--- src/rtl/mdu_pkg.sv ---
// Shared types and op-decode helpers for the multiply/divide unit.
package mdu_pkg;

  typedef enum logic [1:0] {
    MDU_MULT  = 2'b00,
    MDU_MULTU = 2'b01,
    MDU_DIV   = 2'b10,
    MDU_DIVU  = 2'b11
  } mdu_op_e;

  // State names carry ST_ so they do not collide with the op encodings above.
  typedef enum logic [1:0] {
    MDU_ST_IDLE,
    MDU_ST_MUL,
    MDU_ST_DIV,
    MDU_ST_FIX
  } mdu_state_e;

  function automatic logic op_is_div(mdu_op_e op);
    return (op == MDU_DIV) || (op == MDU_DIVU);
  endfunction

  function automatic logic op_is_signed(mdu_op_e op);
    return (op == MDU_MULT) || (op == MDU_DIV);
  endfunction

endpackage

--- src/rtl/mdu_iter_core.sv ---
// One-bit-per-cycle datapath: shift-add multiply or restoring divide on unsigned magnitudes.
module mdu_iter_core #(
  parameter int WIDTH = 32
) (
  input  logic                 clk_i,
  input  logic                 reset_i,
  input  logic                 load_i,
  input  logic                 step_i,
  input  logic                 div_i,
  input  logic [WIDTH-1:0]     a_i,
  input  logic [WIDTH-1:0]     b_i,
  output logic [2*WIDTH-1:0]   acc_o,
  output logic                 last_o
);

  localparam int CW = $clog2(WIDTH + 1);

  logic [2*WIDTH-1:0] acc_q, acc_nxt;
  logic [WIDTH-1:0]   opnd_q;
  logic [CW-1:0]      cnt_q;
  logic               div_q;
  logic [WIDTH:0]     sum, rem_sh, diff;

  // acc = {upper, lower}: lower starts as multiplier / dividend, upper as zero.
  always_comb begin
    sum    = {1'b0, acc_q[2*WIDTH-1:WIDTH]} + {1'b0, opnd_q};
    rem_sh = acc_q[2*WIDTH-1:WIDTH-1];
    diff   = rem_sh - {1'b0, opnd_q};
    acc_nxt = acc_q;
    if (div_q) begin
      if (!diff[WIDTH]) acc_nxt = {diff[WIDTH-1:0], acc_q[WIDTH-2:0], 1'b1};
      else              acc_nxt = {rem_sh[WIDTH-1:0], acc_q[WIDTH-2:0], 1'b0};
    end else begin
      if (acc_q[0]) acc_nxt = {sum, acc_q[WIDTH-1:1]};
      else          acc_nxt = {1'b0, acc_q[2*WIDTH-1:1]};
    end
  end

  always_ff @(posedge clk_i) begin
    if (reset_i) begin
      acc_q  <= '0;
      opnd_q <= '0;
      cnt_q  <= '0;
      div_q  <= 1'b0;
    end else if (load_i) begin
      acc_q  <= {{WIDTH{1'b0}}, a_i};
      opnd_q <= b_i;
      cnt_q  <= '0;
      div_q  <= div_i;
    end else if (step_i) begin
      acc_q <= acc_nxt;
      cnt_q <= cnt_q + 1'b1;
    end
  end

  assign acc_o  = acc_q;
  assign last_o = (cnt_q == CW'(WIDTH - 1));

endmodule

--- src/rtl/mul_div_unit.sv ---
// MIPS HI/LO multiply/divide unit: FSM, sign handling, FIX cycle and HI/LO registers.
module mul_div_unit
  import mdu_pkg::*;
#(
  parameter int WIDTH = 32
) (
  input  logic             clk_i,
  input  logic             reset_i,
  input  logic             start_i,
  input  logic [1:0]       op_i2,
  input  logic [WIDTH-1:0] a_i,
  input  logic [WIDTH-1:0] b_i,
  input  logic             flush_i,
  input  logic             rd_hilo_i,
  input  logic             wr_hi_i,
  input  logic             wr_lo_i,
  input  logic [WIDTH-1:0] wdata_i,
  output logic [WIDTH-1:0] hi_o,
  output logic [WIDTH-1:0] lo_o,
  output logic             busy_o,
  output logic             done_o,
  output logic             stall_o
);

  mdu_state_e         state_q;
  mdu_op_e            op_q, op_in;
  logic               a_neg_q, b_neg_q, b_zero_q;
  logic [WIDTH-1:0]   a_q, hi_q, lo_q;
  logic               busy_q, done_q;
  logic               in_signed, core_load, core_step, core_last, sign_diff;
  logic [WIDTH-1:0]   a_mag, b_mag, quo, rem, fix_hi, fix_lo;
  logic [2*WIDTH-1:0] acc, prod;

  assign op_in     = mdu_op_e'(op_i2);
  assign in_signed = op_is_signed(op_in);
  assign a_mag     = (in_signed && a_i[WIDTH-1]) ? -a_i : a_i;
  assign b_mag     = (in_signed && b_i[WIDTH-1]) ? -b_i : b_i;

  // Handshake: start_i is a valid with no ready; it is taken only in IDLE without
  // flush_i. While busy, stall_o is the back-pressure that makes the instr re-present.
  assign core_load = (state_q == MDU_ST_IDLE) && start_i && !flush_i;
  assign core_step = ((state_q == MDU_ST_MUL) || (state_q == MDU_ST_DIV)) && !flush_i;

  mdu_iter_core #(.WIDTH(WIDTH)) u_core (
    .clk_i   (clk_i),
    .reset_i (reset_i),
    .load_i  (core_load),
    .step_i  (core_step),
    .div_i   (op_is_div(op_in)),
    .a_i     (a_mag),
    .b_i     (b_mag),
    .acc_o   (acc),
    .last_o  (core_last)
  );

  // Sign fix-up; the neg flags are only ever set for signed ops.
  always_comb begin
    sign_diff = a_neg_q ^ b_neg_q;
    prod      = sign_diff ? -acc : acc;
    quo       = sign_diff ? -acc[WIDTH-1:0] : acc[WIDTH-1:0];
    rem       = a_neg_q ? -acc[2*WIDTH-1:WIDTH] : acc[2*WIDTH-1:WIDTH];
    fix_hi    = prod[2*WIDTH-1:WIDTH];
    fix_lo    = prod[WIDTH-1:0];
    if (op_is_div(op_q)) begin
      if (b_zero_q) begin
        fix_hi = a_q;
        fix_lo = '1;
      end else begin
        fix_hi = rem;
        fix_lo = quo;
      end
    end
  end

  always_ff @(posedge clk_i) begin
    if (reset_i) begin
      state_q  <= MDU_ST_IDLE;
      op_q     <= MDU_MULT;
      a_neg_q  <= 1'b0;
      b_neg_q  <= 1'b0;
      b_zero_q <= 1'b0;
      a_q      <= '0;
      hi_q     <= '0;
      lo_q     <= '0;
      busy_q   <= 1'b0;
      done_q   <= 1'b0;
    end else begin
      done_q <= 1'b0;
      case (state_q)
        MDU_ST_IDLE: begin
          if (flush_i) begin
            state_q <= MDU_ST_IDLE;
          end else if (start_i) begin
            state_q  <= op_is_div(op_in) ? MDU_ST_DIV : MDU_ST_MUL;
            busy_q   <= 1'b1;
            op_q     <= op_in;
            a_q      <= a_i;
            a_neg_q  <= in_signed && a_i[WIDTH-1];
            b_neg_q  <= in_signed && b_i[WIDTH-1];
            b_zero_q <= (b_i == '0);
          end else begin
            if (wr_hi_i) hi_q <= wdata_i;
            if (wr_lo_i) lo_q <= wdata_i;
          end
        end
        MDU_ST_MUL, MDU_ST_DIV: begin
          if (flush_i) begin
            state_q <= MDU_ST_IDLE;
            busy_q  <= 1'b0;
          end else if (core_last) begin
            state_q <= MDU_ST_FIX;
          end
        end
        MDU_ST_FIX: begin
          state_q <= MDU_ST_IDLE;
          busy_q  <= 1'b0;
          if (!flush_i) begin
            hi_q   <= fix_hi;
            lo_q   <= fix_lo;
            done_q <= 1'b1;
          end
        end
        default: begin
          state_q <= MDU_ST_IDLE;
          busy_q  <= 1'b0;
        end
      endcase
    end
  end

  assign hi_o    = hi_q;
  assign lo_o    = lo_q;
  assign busy_o  = busy_q;
  assign done_o  = done_q;
  assign stall_o = busy_q & (start_i | rd_hilo_i | wr_hi_i | wr_lo_i);

endmodule

--- config.mk ---
export PLATFORM = sky130hd
export DESIGN_NAME = mul_div_unit
export DESIGN_NICKNAME = d
export VERILOG_FILES = /design/src/rtl/mdu_pkg.sv /design/src/rtl/mdu_iter_core.sv /design/src/rtl/mul_div_unit.sv
export SDC_FILE = /design/constraint.sdc
export NUM_CORES = 1
export LEC_CHECK = 0
export CELL_PAD_IN_SITES_DETAIL_PLACEMENT = 1
export CELL_PAD_IN_SITES_GLOBAL_PLACEMENT = 2
export CORE_MARGIN = 2
export CORE_UTILIZATION = 34
export DETAILED_ROUTE_END_ITERATION = 8
export GPL_TIMING_DRIVEN = 0
export PLACE_DENSITY = 0.8
export SYNTH_ARGS = -nofsm -noshare
export SYNTH_HDL_FRONTEND = slang
export SYNTH_SLANG_ARGS = --single-unit
--- constraint.sdc ---
create_clock -name clk_i -period 3.85 [get_ports clk_i]
set_clock_uncertainty 0.1 [all_clocks]
set_input_delay 0.385 -clock clk_i [delete_from_list [all_inputs] [get_ports clk_i]]
set_output_delay 0.385 -clock clk_i [all_outputs]
set_load 0.01 [all_outputs]
==> impl_results.md, run 1 <==
* Status: finished, final reports clean
* Post-synthesis register bit count at 207
* Unique masters post-synth at 70
* Gr ovfl total at 0
* Number of I/O pins at 172
* Worst reg2reg path endpoint: hi_o[5]$_SDFFE_PP0P_
* Die area at 50,200 µm²
* Average size of a mapped cell at 7.37 µm²
* Initial drt markers at 1,160
* Final nets at 2,616
* Crit path DAT at 4.16 ns
* Via/cell ratio at 5.94
* Largest net degree at the start of global routing at 20
* Cell chain of the critical path: clkbuf_1 -> or4_1 -> nor3_4 -> nand4_1 -> nor2_2 -> a21oi_1 -> xnor2_1 -> o21ai_0 -> mux2i_1 -> a211oi_1
* Hold Path Origin: wdata_i[14]
* Area of placed instances at 18,900 µm²
* Worst setup margin at 0.106 ns
* Avg WL per Cell at 26.0 µm
* Fin util at 42.0%
* GPL Wtd Cong at 0.953
* Synth Instances at 2,233
* Cell area power density at 369 nW/µm²
* Antenna violations before repair at 2
* CP startpoint: u_core.acc_o[10]$_SDFFE_PP0P_
* Yosys warns at 0
* Worst slew pin tran at 1.43 ns
* Tmin final at 3.74 ns
* Initial Util at 34.5%
* Syn nets at 2,411
* Fmax at 267 MHz
* Slew Limit Headroom at 4.09%
* Vias in the first global route at 18,400
* Final Total Pwr at 7.41 mW
* Cell with the largest stage delay on the worst path: or4_1
* Post-route cell area at 20,100 µm²
* Max incr delay on CP at 0.70 ns
* CTS Buffer Depth at 3
* Layout cells sized above 1 at 4.35%
* Final worst-path cycle share at 97.2%
* Reg2Reg Depth at 10
* Total track usage at 31.1%
* CTS Buf Count at 27
* Rows at 80
* Vias at 18,300
* Leak pwr at 7.30 nW
* Asr flop ratio synth at 0%
* Worst Path Max Fanout at 8
* TritonCTS clock tree: done
* Clock tree sinks at 207
* Core area at 47,700 µm²
* WHS Path Cells at 3
* # DRC at 0
* Drt pass-1 iters at 5
* DP HPWL at 64.7 mm
* Clock transition at path regs at 0.06 ns
* PortBufs at 170
* Setup violators final at 0
* Final Hold Vio Count at 0
* WHS Endpoint: hi_o[14]$_SDFFE_PP0P_
* Die X at 224 µm
* Sequential share of the synthesized area at 25.2%
* Post-synth EDFFs at 0
* Max Cap Viol at 0
* R2r setup slk at 0.11 ns
* First-pass GRT wire length at 118 mm
* Most common cell after layout, fill and taps aside: nand2_1
* WP data required at 4.26 ns
* Root Buffer: clkbuf_16
* Dpl ws at -0.906 ns
* Slew Viols, Final at 0
* Die H at 224 µm
* Worst setup path class: register to register
* Area Overhead vs Synth at 22.0%
* Peak VDD IR at 0.262 mV
* Hold/Removal Path Class: primary input to register
* Reg-to-Reg Start: u_core.acc_o[10]$_SDFFE_PP0P_
* Synthesized area at 16,500 µm²
* Antenna-violating nets left at 0
* Drt total wl at 79.9 mm
* Min Hold Slack at 0.327 ns
* Most frequent cells in the layout: 263 x nand2_1, 208 x a21oi_1, 206 x dfxtp_1, 170 x clkdlybuf4s50_1, 160 x o21ai_0
* H-tree depth at 1
* Critical path startpoint category: register
* Worst-Skew Late Latency at 0.60 ns
* Post-synth top flop: dfxtp_1
* Crit path capture type: register
==> sequential cells by signal, summed over array words and instances, names as in the netlist, 2 cells and up <==
name,count
u_core.acc_o,64
a_q,32
hi_o,32
lo_o,32
u_core.opnd_q,32
u_core.cnt_q,6
state_q,2
==> layout make-up <==
type | instances | area, µm²
Buffer | 178 | 698
Tap cell | 615 | 769
Inverter | 74 | 288
Clock inverter | 12 | 178
Antenna cell | 1 | 2.50
Clock buffer | 37 | 793
Multi-Input combinational cell | 1773 | 11400
Timing Repair Buffer | 177 | 1750
Fill cell | 5975 | 27700
Sequential cell | 207 | 4150
==> synth_stat cells (all sizes together), types with 34 or more instances <==
| master | count | area, µm² |
|---|---|---|
| dfxtp | 207 | 4140 |
| o22ai | 34 | 213 |
| o31ai | 36 | 270 |
| clkbuf | 160 | 601 |
| a21o | 34 | 255 |
| xor2 | 83 | 727 |
| nor2 | 159 | 597 |
| o21ai | 162 | 811 |
| xnor2 | 114 | 998 |
| inv | 72 | 270 |
| ha | 71 | 888 |
| mux2i | 67 | 671 |
| o211ai | 40 | 300 |
| a21oi | 210 | 1050 |
| nand3 | 46 | 230 |
| nor3 | 43 | 220 |
| o221ai | 36 | 315 |
| a211oi | 70 | 526 |
| nand2 | 264 | 991 |
==> power breakdown <==
group          total, mW  switching (mW)  leakage, nW  internal [mW]
logic               2.22            1.42         5.13          0.801
registers           2.38           0.125         1.69           2.25
clock network       2.81            1.11        0.483           1.71
total               7.41            2.65         7.30           4.76
==> metal layers <==
metal  GRT usage (%)  up-vias  part of all wire [%]
met5               0        -                     0
met4            14.2        0                   4.9
met3            3.17      167                   4.4
met2            54.4      580                    48
met1            38.6     8987                    43
li1                -     8528                     -
==> metrics by stage <==
step | setup TNS (ns) | std cells
3_5_place_dp | -31.80 | 3018
2_1_floorplan | 0 | 2233
5_1_grt | -0.00546 | 3073
4_1_cts | 0 | 3069
3_3_place_gp | -29.41 | 3018
6_report | 0 | 3074
==> what timing repair did <==
| item | CTS | global route |
|---|---|---|
| hold buffers | 0 | 0 |
| gates resized for setup | 25 | 15 |
| setup endpoints to repair | 55 | 32 |
| buffers inserted | 3 | 4 |
| pin swaps | 3 | 3 |
==> logic make-up after synthesis <==
group,synth area share (%)
adders and majority gates,5.64
DFF,25.2
xor gates and xnor gates,10.5
AOI/OAI and AO/OA,28.9
and+or+nand+nor,19.5
buffers and inverters,5.80
muxes,4.49
==> worst max path at each step <==
stage                                    end  slack [ns]  cells after the start
2_1_floorplan  u_core.acc_o[32]$_SDFFE_PP0P_        0.58                     13
3_3_place_gp    u_core.acc_o[0]$_SDFFE_PP0P_       -0.85                     13
3_5_place_dp    u_core.acc_o[0]$_SDFFE_PP0P_       -0.91                     13
4_1_cts                 hi_o[5]$_SDFFE_PP0P_        0.01                     10
6_report                hi_o[5]$_SDFFE_PP0P_        0.11                     10
5_1_grt                 hi_o[5]$_SDFFE_PP0P_      -0.005                     10
==> critical path, delay by kind of cell, from the launching register on <==
kind	cells	cell delay (ns)
DFF	1	0.29
buffers and inverters	1	0.21
and+or+nand+nor	4	1.81
xor gates and xnor gates	1	0.21
muxes	1	0.15
AOI/OAI and AO/OA	3	0.87
Note: power is estimated with default switching activity, not from simulation.
==> run 2: changes to the inputs <==
CAP_MARGIN = 25   (was not set)
==> impl_results.md, run 2 (synthesis results as in run 1) <==
* P_int at 4.86 mW (was 4.76 mW)
* Clock power share at 38.7% (was 37.9%)
* H-tree depth at 1 (unchanged)
* Status: finished, final reports clean (unchanged)
* Total track usage at 31.1% (about the same)
* Slew Limit Headroom at 29.2% (was 4.09%)
* Worst-Skew Late Latency at 0.59 ns (was 0.60 ns)
* Comb pwr share at 29.6% (was 30.0%)
* Top Family by Delay on Critical Path: compound AO/OA/AOI/OAI gates (was simple AND/OR/NAND/NOR gates)
* CTS Buf Count at 27 (unchanged)
* Most common cell after layout, fill and taps aside: nand2_1 (unchanged)
* Final Total Pwr at 7.51 mW (was 7.41 mW)
* # DRC at 0 (unchanged)
* Avg WL per Cell at 26.0 µm (about the same)
* Post-route cell area at 20,100 µm² (about the same)
* RSZ-0062 raised after global routing: no
* Die area at 50,200 µm² (unchanged)
* Core area at 47,700 µm² (unchanged)
* Worst slew pin tran at 1.06 ns (was 1.43 ns)
* Crit path capture type: register (unchanged)
* Initial Util at 34.5% (unchanged)
* Vias in the first global route at 18,400 (about the same)
* Initial drt markers at 1,121 (was 1,160)
* Die X at 224 µm (unchanged)
* Peak VDD IR at 0.299 mV (was 0.262 mV)
* CP bufs+invs at 1 (unchanged)
* Area of placed instances at 18,900 µm² (about the same)
* Setup violators final at 0 (unchanged)
* Most frequent cells in the layout: 263 x nand2_1, 207 x a21oi_1, 206 x dfxtp_1, 170 x clkdlybuf4s50_1, 161 x o21ai_0 (was 263 x nand2_1, 208 x a21oi_1, 206 x dfxtp_1, 170 x clkdlybuf4s50_1, 160 x o21ai_0)
* Final nets at 2,619 (was 2,616)
* Final worst-path cycle share at 98.8% (was 97.2%)
* Drt total wl at 79.9 mm (about the same)
* DP HPWL at 64.9 mm (was 64.7 mm)
* Antenna-violating nets left at 0 (unchanged)
* Max incr delay on CP at 0.69 ns (was 0.70 ns)
* Worst setup margin at 0.0443 ns (was 0.106 ns)
* GPL Wtd Cong at 0.953 (unchanged)
* Max reg flops at 64 (unchanged)
* Worst Path Max Fanout at 8 (unchanged)
* Setup TNS at 0 ns (unchanged)
* FF/Latch Area at 4150 µm² (unchanged)
* Drt pass-1 iters at 5 (unchanged)
* Via/cell ratio at 5.94 (about the same)
* Clock transition at path regs at 0.06 ns (about the same)
* Antenna violations before repair at 0 (was 2)
* TritonCTS clock tree: done (unchanged)
* Sw frac at 35.3% (was 35.8%)
* Worst setup path class: register to register (unchanged)
* Fmax at 263 MHz (was 267 MHz)
* Die H at 224 µm (unchanged)
* Root Buffer: clkbuf_16 (unchanged)
* Critical path startpoint category: register (unchanged)
* Vias at 18,300 (about the same)
* Leak pwr at 7.34 nW (was 7.30 nW)
* Min Hold Slack at 0.335 ns (was 0.327 ns)
* Hold/Removal Path Class: primary input to register (unchanged)
* First-pass GRT wire length at 118 mm (about the same)
* Final Hold Vio Count at 0 (unchanged)
* Rows at 80 (unchanged)
* Cell area power density at 373 nW/µm² (was 369 nW/µm²)
* Max Cap Viol at 0 (unchanged)
* Layout cells sized above 1 at 4.43% (was 4.35%)
* Crit path DAT at 4.22 ns (was 4.16 ns)
* Area Overhead vs Synth at 22.2% (was 22.0%)
* Slew Viols, Final at 0 (unchanged)
* Dpl ws at -0.906 ns (about the same)
* CTS Buffer Depth at 3 (unchanged)
* Area taken by multi-input logic gates at 11,400 µm² (about the same)
* Antenna diodes at 0 (was 1)
* Cell with the largest stage delay on the worst path: or4_1 (unchanged)
* Cell chain of the critical path: clkbuf_1 -> or4_1 -> nor3_4 -> nand4_1 -> o21ai_0 -> o21ai_0 -> xnor2_1 -> o211ai_1 -> o211ai_1 -> a21oi_1 (was clkbuf_1 -> or4_1 -> nor3_4 -> nand4_1 -> nor2_2 -> a21oi_1 -> xnor2_1 -> o21ai_0 -> mux2i_1 -> a211oi_1)
* Tmin final at 3.81 ns (was 3.74 ns)
* WP data required at 4.27 ns (was 4.26 ns)
* Net switching power at 2.65 mW (about the same)
* Clock tree sinks at 207 (unchanged)
* PortBufs at 170 (unchanged)
* Largest net degree at the start of global routing at 20 (unchanged)
* Fill count at 5,914 (was 5,975)
* Sequential share of power at 31.7% (was 32.1%)
* Gr ovfl total at 0 (unchanged)
* Number of I/O pins at 172 (unchanged)
[run 2: cell types whose count changed in the layout (fill, tap and decap cells not counted), sizes merged]
| cell | change |
|---|---|
| clkinvlp | -1 |
| clkbuf | +2 |
| buf | +4 |
| diode | -1 |
| clkinv | -2 |
| bufinv | +1 |
[run 2: timing repair]
item,4_1_cts,5_1_grt
resized for setup,21,19
setup buffers,6,3
hold buffers,0,0
endpoints found under the setup margin,53,38
pin swaps,2,3
[run 2: path summary, 6_finish.rpt]
check                                startpoint                    end  slack, ns  cells after the start
setup / recovery  u_core.acc_o[10]$_SDFFE_PP0P_  hi_o[25]$_SDFFE_PP0P_       0.04                     10
hold / removal                      wdata_i[14]  hi_o[14]$_SDFFE_PP0P_       0.34                      3
setup reg to reg  u_core.acc_o[10]$_SDFFE_PP0P_  hi_o[25]$_SDFFE_PP0P_       0.04                     10
hold reg to reg           lo_o[15]$_SDFFE_PP0P_  lo_o[15]$_SDFFE_PP0P_       0.36                      2
[run 2: metrics by stage]
| stage | cells | util [%] |
|---|---|---|
| after floorplan | 2233 | - |
| after global placement | 3018 | 39.6 |
| after detailed placement | 3019 | 39.7 |
| after CTS | 3074 | 42.0 |
| after global routing | 3077 | 42.1 |
| final | 3077 | 42.1 |
[run 2: cell type report]
class	count	area share (%)
timing repair buffer	180	8.83
multi-input combinational	1773	56.8
inverter	74	1.43
buffer	178	3.47
clock inverter	10	0.964
clock buffer	40	4.05
tap	615	3.83
sequential	207	20.6
[run 2: worst register-to-register path, stage by stage, from the launching register on]
cell      delay (ns)
dfxtp_1         0.29
clkbuf_1        0.21
or4_1           0.70
nor3_4          0.39
nand4_1         0.38
o21ai_0         0.54
o21ai_0         0.22
xnor2_1         0.17
o211ai_1        0.41
o211ai_1        0.16
a21oi_1         0.17
[run 2: per-layer routing]
metal | wire length, µm | vias to the layer above | global-route usage (%)
met4 | 4360 | 0 | 15.2
met3 | 3700 | 165 | 3.24
met2 | 38200 | 587 | 54.6
met5 | 0 | - | 0
met1 | 33700 | 8991 | 37.9
li1 | - | 8539 | -
[run 2: power by group through the flow]
stage	Combinational, mW	Clock, mW	Sequential, mW
2_1_floorplan	1.28	0	2.38
3_3_place_gp	2.09	0	2.42
3_5_place_dp	2.12	0	2.42
4_1_cts	2.17	2.93	2.37
5_1_grt	2.39	3.01	2.39
6_report	2.22	2.91	2.38
==> variant, RTL diff (config.mk and constraints of run 2) <==
`WIDTH` is set to 32 in 2 places; all go to 16.
--- a/src/rtl/mdu_iter_core.sv
+++ b/src/rtl/mdu_iter_core.sv
@@ -1,5 +1,5 @@
 // One-bit-per-cycle datapath: shift-add multiply or restoring divide on unsigned magnitudes.
 module mdu_iter_core #(
-  parameter int WIDTH = 32
+  parameter int WIDTH = 16
 ) (
   input  logic                 clk_i,
--- a/src/rtl/mul_div_unit.sv
+++ b/src/rtl/mul_div_unit.sv
@@ -3,5 +3,5 @@
   import mdu_pkg::*;
 #(
-  parameter int WIDTH = 32
+  parameter int WIDTH = 16
 ) (
   input  logic             clk_i,
Interface: changed (5 resized); port bits go from 172 to 92. The function was not compared with the original's and may differ.
==> variant against run 2 <==
  * Routed wire length shrank 56%
  * Count of clock-buffer cells in the layout decreased by 30
  * Final area fell by 50%
  * First-iteration DRC count decreased by 46%
  * Area after synthesis shrank 49%
  * Worst setup slack improved by 200 ps
  * Sequential cell count fell by 97
  * Total power down 46%
  * Critical path type unchanged
==> variant: results (changes against run 2) <==
{| class="wikitable"
! Metric !! Value
|-
| Post-layout nets || 1,328 (-49%)
|-
| Minimum setup slack after placement || -255 ps (+651 ps)
|-
| Biggest area contributors in the synthesized netlist || dfxtp_1 26%, a21oi_1 8.2%, ha_1 6.0%
|-
| HPWL after detailed placement || 27.8 mm (-57%)
|-
| Final weighted congestion in routability-driven placement || 0.924 (-3.0%)
|-
| GR Util met1 || 0.370 (-0.00870)
|-
| Post-Synthesis Net Count || 1,222 (-49%)
|-
| Peak ir drop on the vdd network || 192 uV (-36%)
|-
| Met2 track demand over resource || 0.453 (-0.0926)
|-
| Skew-Pair Late Insertion Delay || 370 ps (-220 ps)
|-
| Number of DRC violations after detailed-routing iteration 0 || 606 (-46%)
|-
| Number of antenna violations at the first check in global routing || 0 (unchanged)
|-
| CTS Root Buffer Type || clkbuf_16
|-
| Clock buffer count from CTS || 9 (-67%)
|-
| Total number of clock tree sinks || 110 (-47%)
|-
| Max-cap violations || 0 (unchanged)
|-
| Yosys cell types || 71 (+1.4%)
|-
| Clock transition at the register clock pins on the worst setup and hold paths after CTS || 90 ps (+30 ps)
|-
| Yosys warning total || 0 (unchanged)
|-
| Worst path top cell family by delay || compound AO/OA/AOI/OAI gates
|-
| Total track usage || 0.271 (-0.0402)
|-
| GR Util met3 || 0.0387 (+0.00634)
|-
| Max reg flops || 32 (-50%)
|-
| Sequential-to-total area share from yosys stat || 0.264 (+0.0124)
|-
| Fin. Hold Viols || 0 (unchanged)
|-
| Most used flip-flop cell after synthesis || dfxtp_1
|-
| Via count || 9,093 (-50%)
|-
| Share of cells above drive strength 1 || 0.0316 (-0.0127)
|-
| Reported leakage power || 3.63 nW (-51%)
|-
| Maximum level of the CTS H-tree || 3 (+2)
|-
| Largest buffer count on any clock path || 2 (-1)
|-
| Worst hold-check path type || input port to flip-flop
|-
| Proportion of synthesized flip-flops having asynchronous set or reset || 0 (unchanged)
|-
| Crit-path max FO || 10 (+2)
|-
| Pin count of the biggest net entering global routing || 21 (+5.0%)
|-
| Vias in the first global route || 9,118 (-50%)
|-
| Commonest cells post-synth || 136 x a21oi_1, 124 x nand2_1, 112 x nor2_1, 110 x dfxtp_1, 66 x clkbuf_1
|-
| Crit path DAT || 3770 ps (-450 ps)
|-
| Worst Tran Pin Value || 1060 ps (-3.79 ps)
|-
| Average wire per cell in the routed design || 22.5 um (-13%)
|-
| Global-route wire length before repair || 53.9 mm (-54%)
|-
| Crit path largest cell delay || 480 ps (-210 ps)
|-
| Status || complete, no violations
|-
| Number of buffers inserted by port buffering || 90 (-47%)
|-
| Final setup violation count || 0 (unchanged)
|-
| Number of antenna repair diodes || 0 (unchanged)
|-
| Critical-path top delay cell || dfxtp_2
|-
| Iteration count of the initial detailed-routing pass || 5 (unchanged)
|}
[variant: power breakdown]
| part | internal, mW | switching (mW) | total [mW] |
|---|---|---|---|
| combinational | 0.636 | 1.08 | 1.72 |
| clock | 0.477 | 0.522 | 0.999 |
| sequential | 1.24 | 0.120 | 1.36 |
| total | 2.35 | 1.72 | 4.07 |
[variant: cell families (layout without fill, tap and decap cells)]
group / Yosys count / count (layout) / synth area share
simple gates: 377 / 377 / 0.209
fa+ha+maj: 42 / 42 / 0.0649
flops: 110 / 110 / 0.264
xor+xnor: 72 / 72 / 0.0757
buf+inv: 123 / 234 / 0.0569
compound gates: 372 / 372 / 0.297
mux: 27 / 27 / 0.0326
[variant: path summary, 6_finish.rpt]
path	startpoint	endpoint	slack, ps	cells past startpoint
setup / recovery	u_core.acc_o[15]$_SDFFE_PP0P_	u_core.acc_o[23]$_SDFFE_PP0P_	240	13
hold / removal	flush_i	done_o$_SDFF_PP0_	260	2
setup reg to reg	u_core.acc_o[15]$_SDFFE_PP0P_	u_core.acc_o[23]$_SDFFE_PP0P_	240	13
hold reg to reg	lo_o[4]$_SDFFE_PP0P_	lo_o[4]$_SDFFE_PP0P_	360	2
[variant: stage by stage]
stage | hold WS, ps | instances | TNS [ps] | cell area, um2 | utilization
2_1_floorplan | 331 | 1123 | 0 | 8330 | -
3_3_place_gp | 343 | 1537 | -1250 | 9640 | 0.399
3_5_place_dp | 350 | 1538 | -1630 | 9650 | 0.399
4_1_cts | 262 | 1553 | 0 | 9960 | 0.412
5_1_grt | 300 | 1558 | 0 | 10000 | 0.414
6_report | 260 | 1558 | 0 | 10000 | 0.414
[variant: metal layers]
layer	up-vias	part of all wire
met2	236	0.47
li1	4322	-
met3	26	0.051
met1	4509	0.47
met4	0	0.014
met5	-	0
[variant: timing repair]
action                                 CTS  global route
setup endpoints to repair               11             6
pin swaps                                0             1
gates resized for setup                  2             2
gates cloned                             0             0
endpoints found under the hold margin    0             0
setup buffers                            0             5
[variant: area by class of cell]
class,instances,area (um2)
fillers,3018,14200
multi-input cells,890,5670
flip-flops and latches,110,2200
repair buffers,96,950
well taps,324,405
plain buffers,80,315
clock buffers,10,239
inverters,42,158
clock inverters,6,62.6
[variant: worst reg2reg max path, cell delays in order, from the launching register on]
cell       delay, ps
dfxtp_2          480
inv_1            100
ha_1             250
fa_1             410
nor2b_1          220
o2111ai_1        220
a31oi_4          340
o2111a_1         330
nand2_2          170
buf_4            200
buf_2            200
nand2_1          100
o311ai_1         140
a22o_1           240
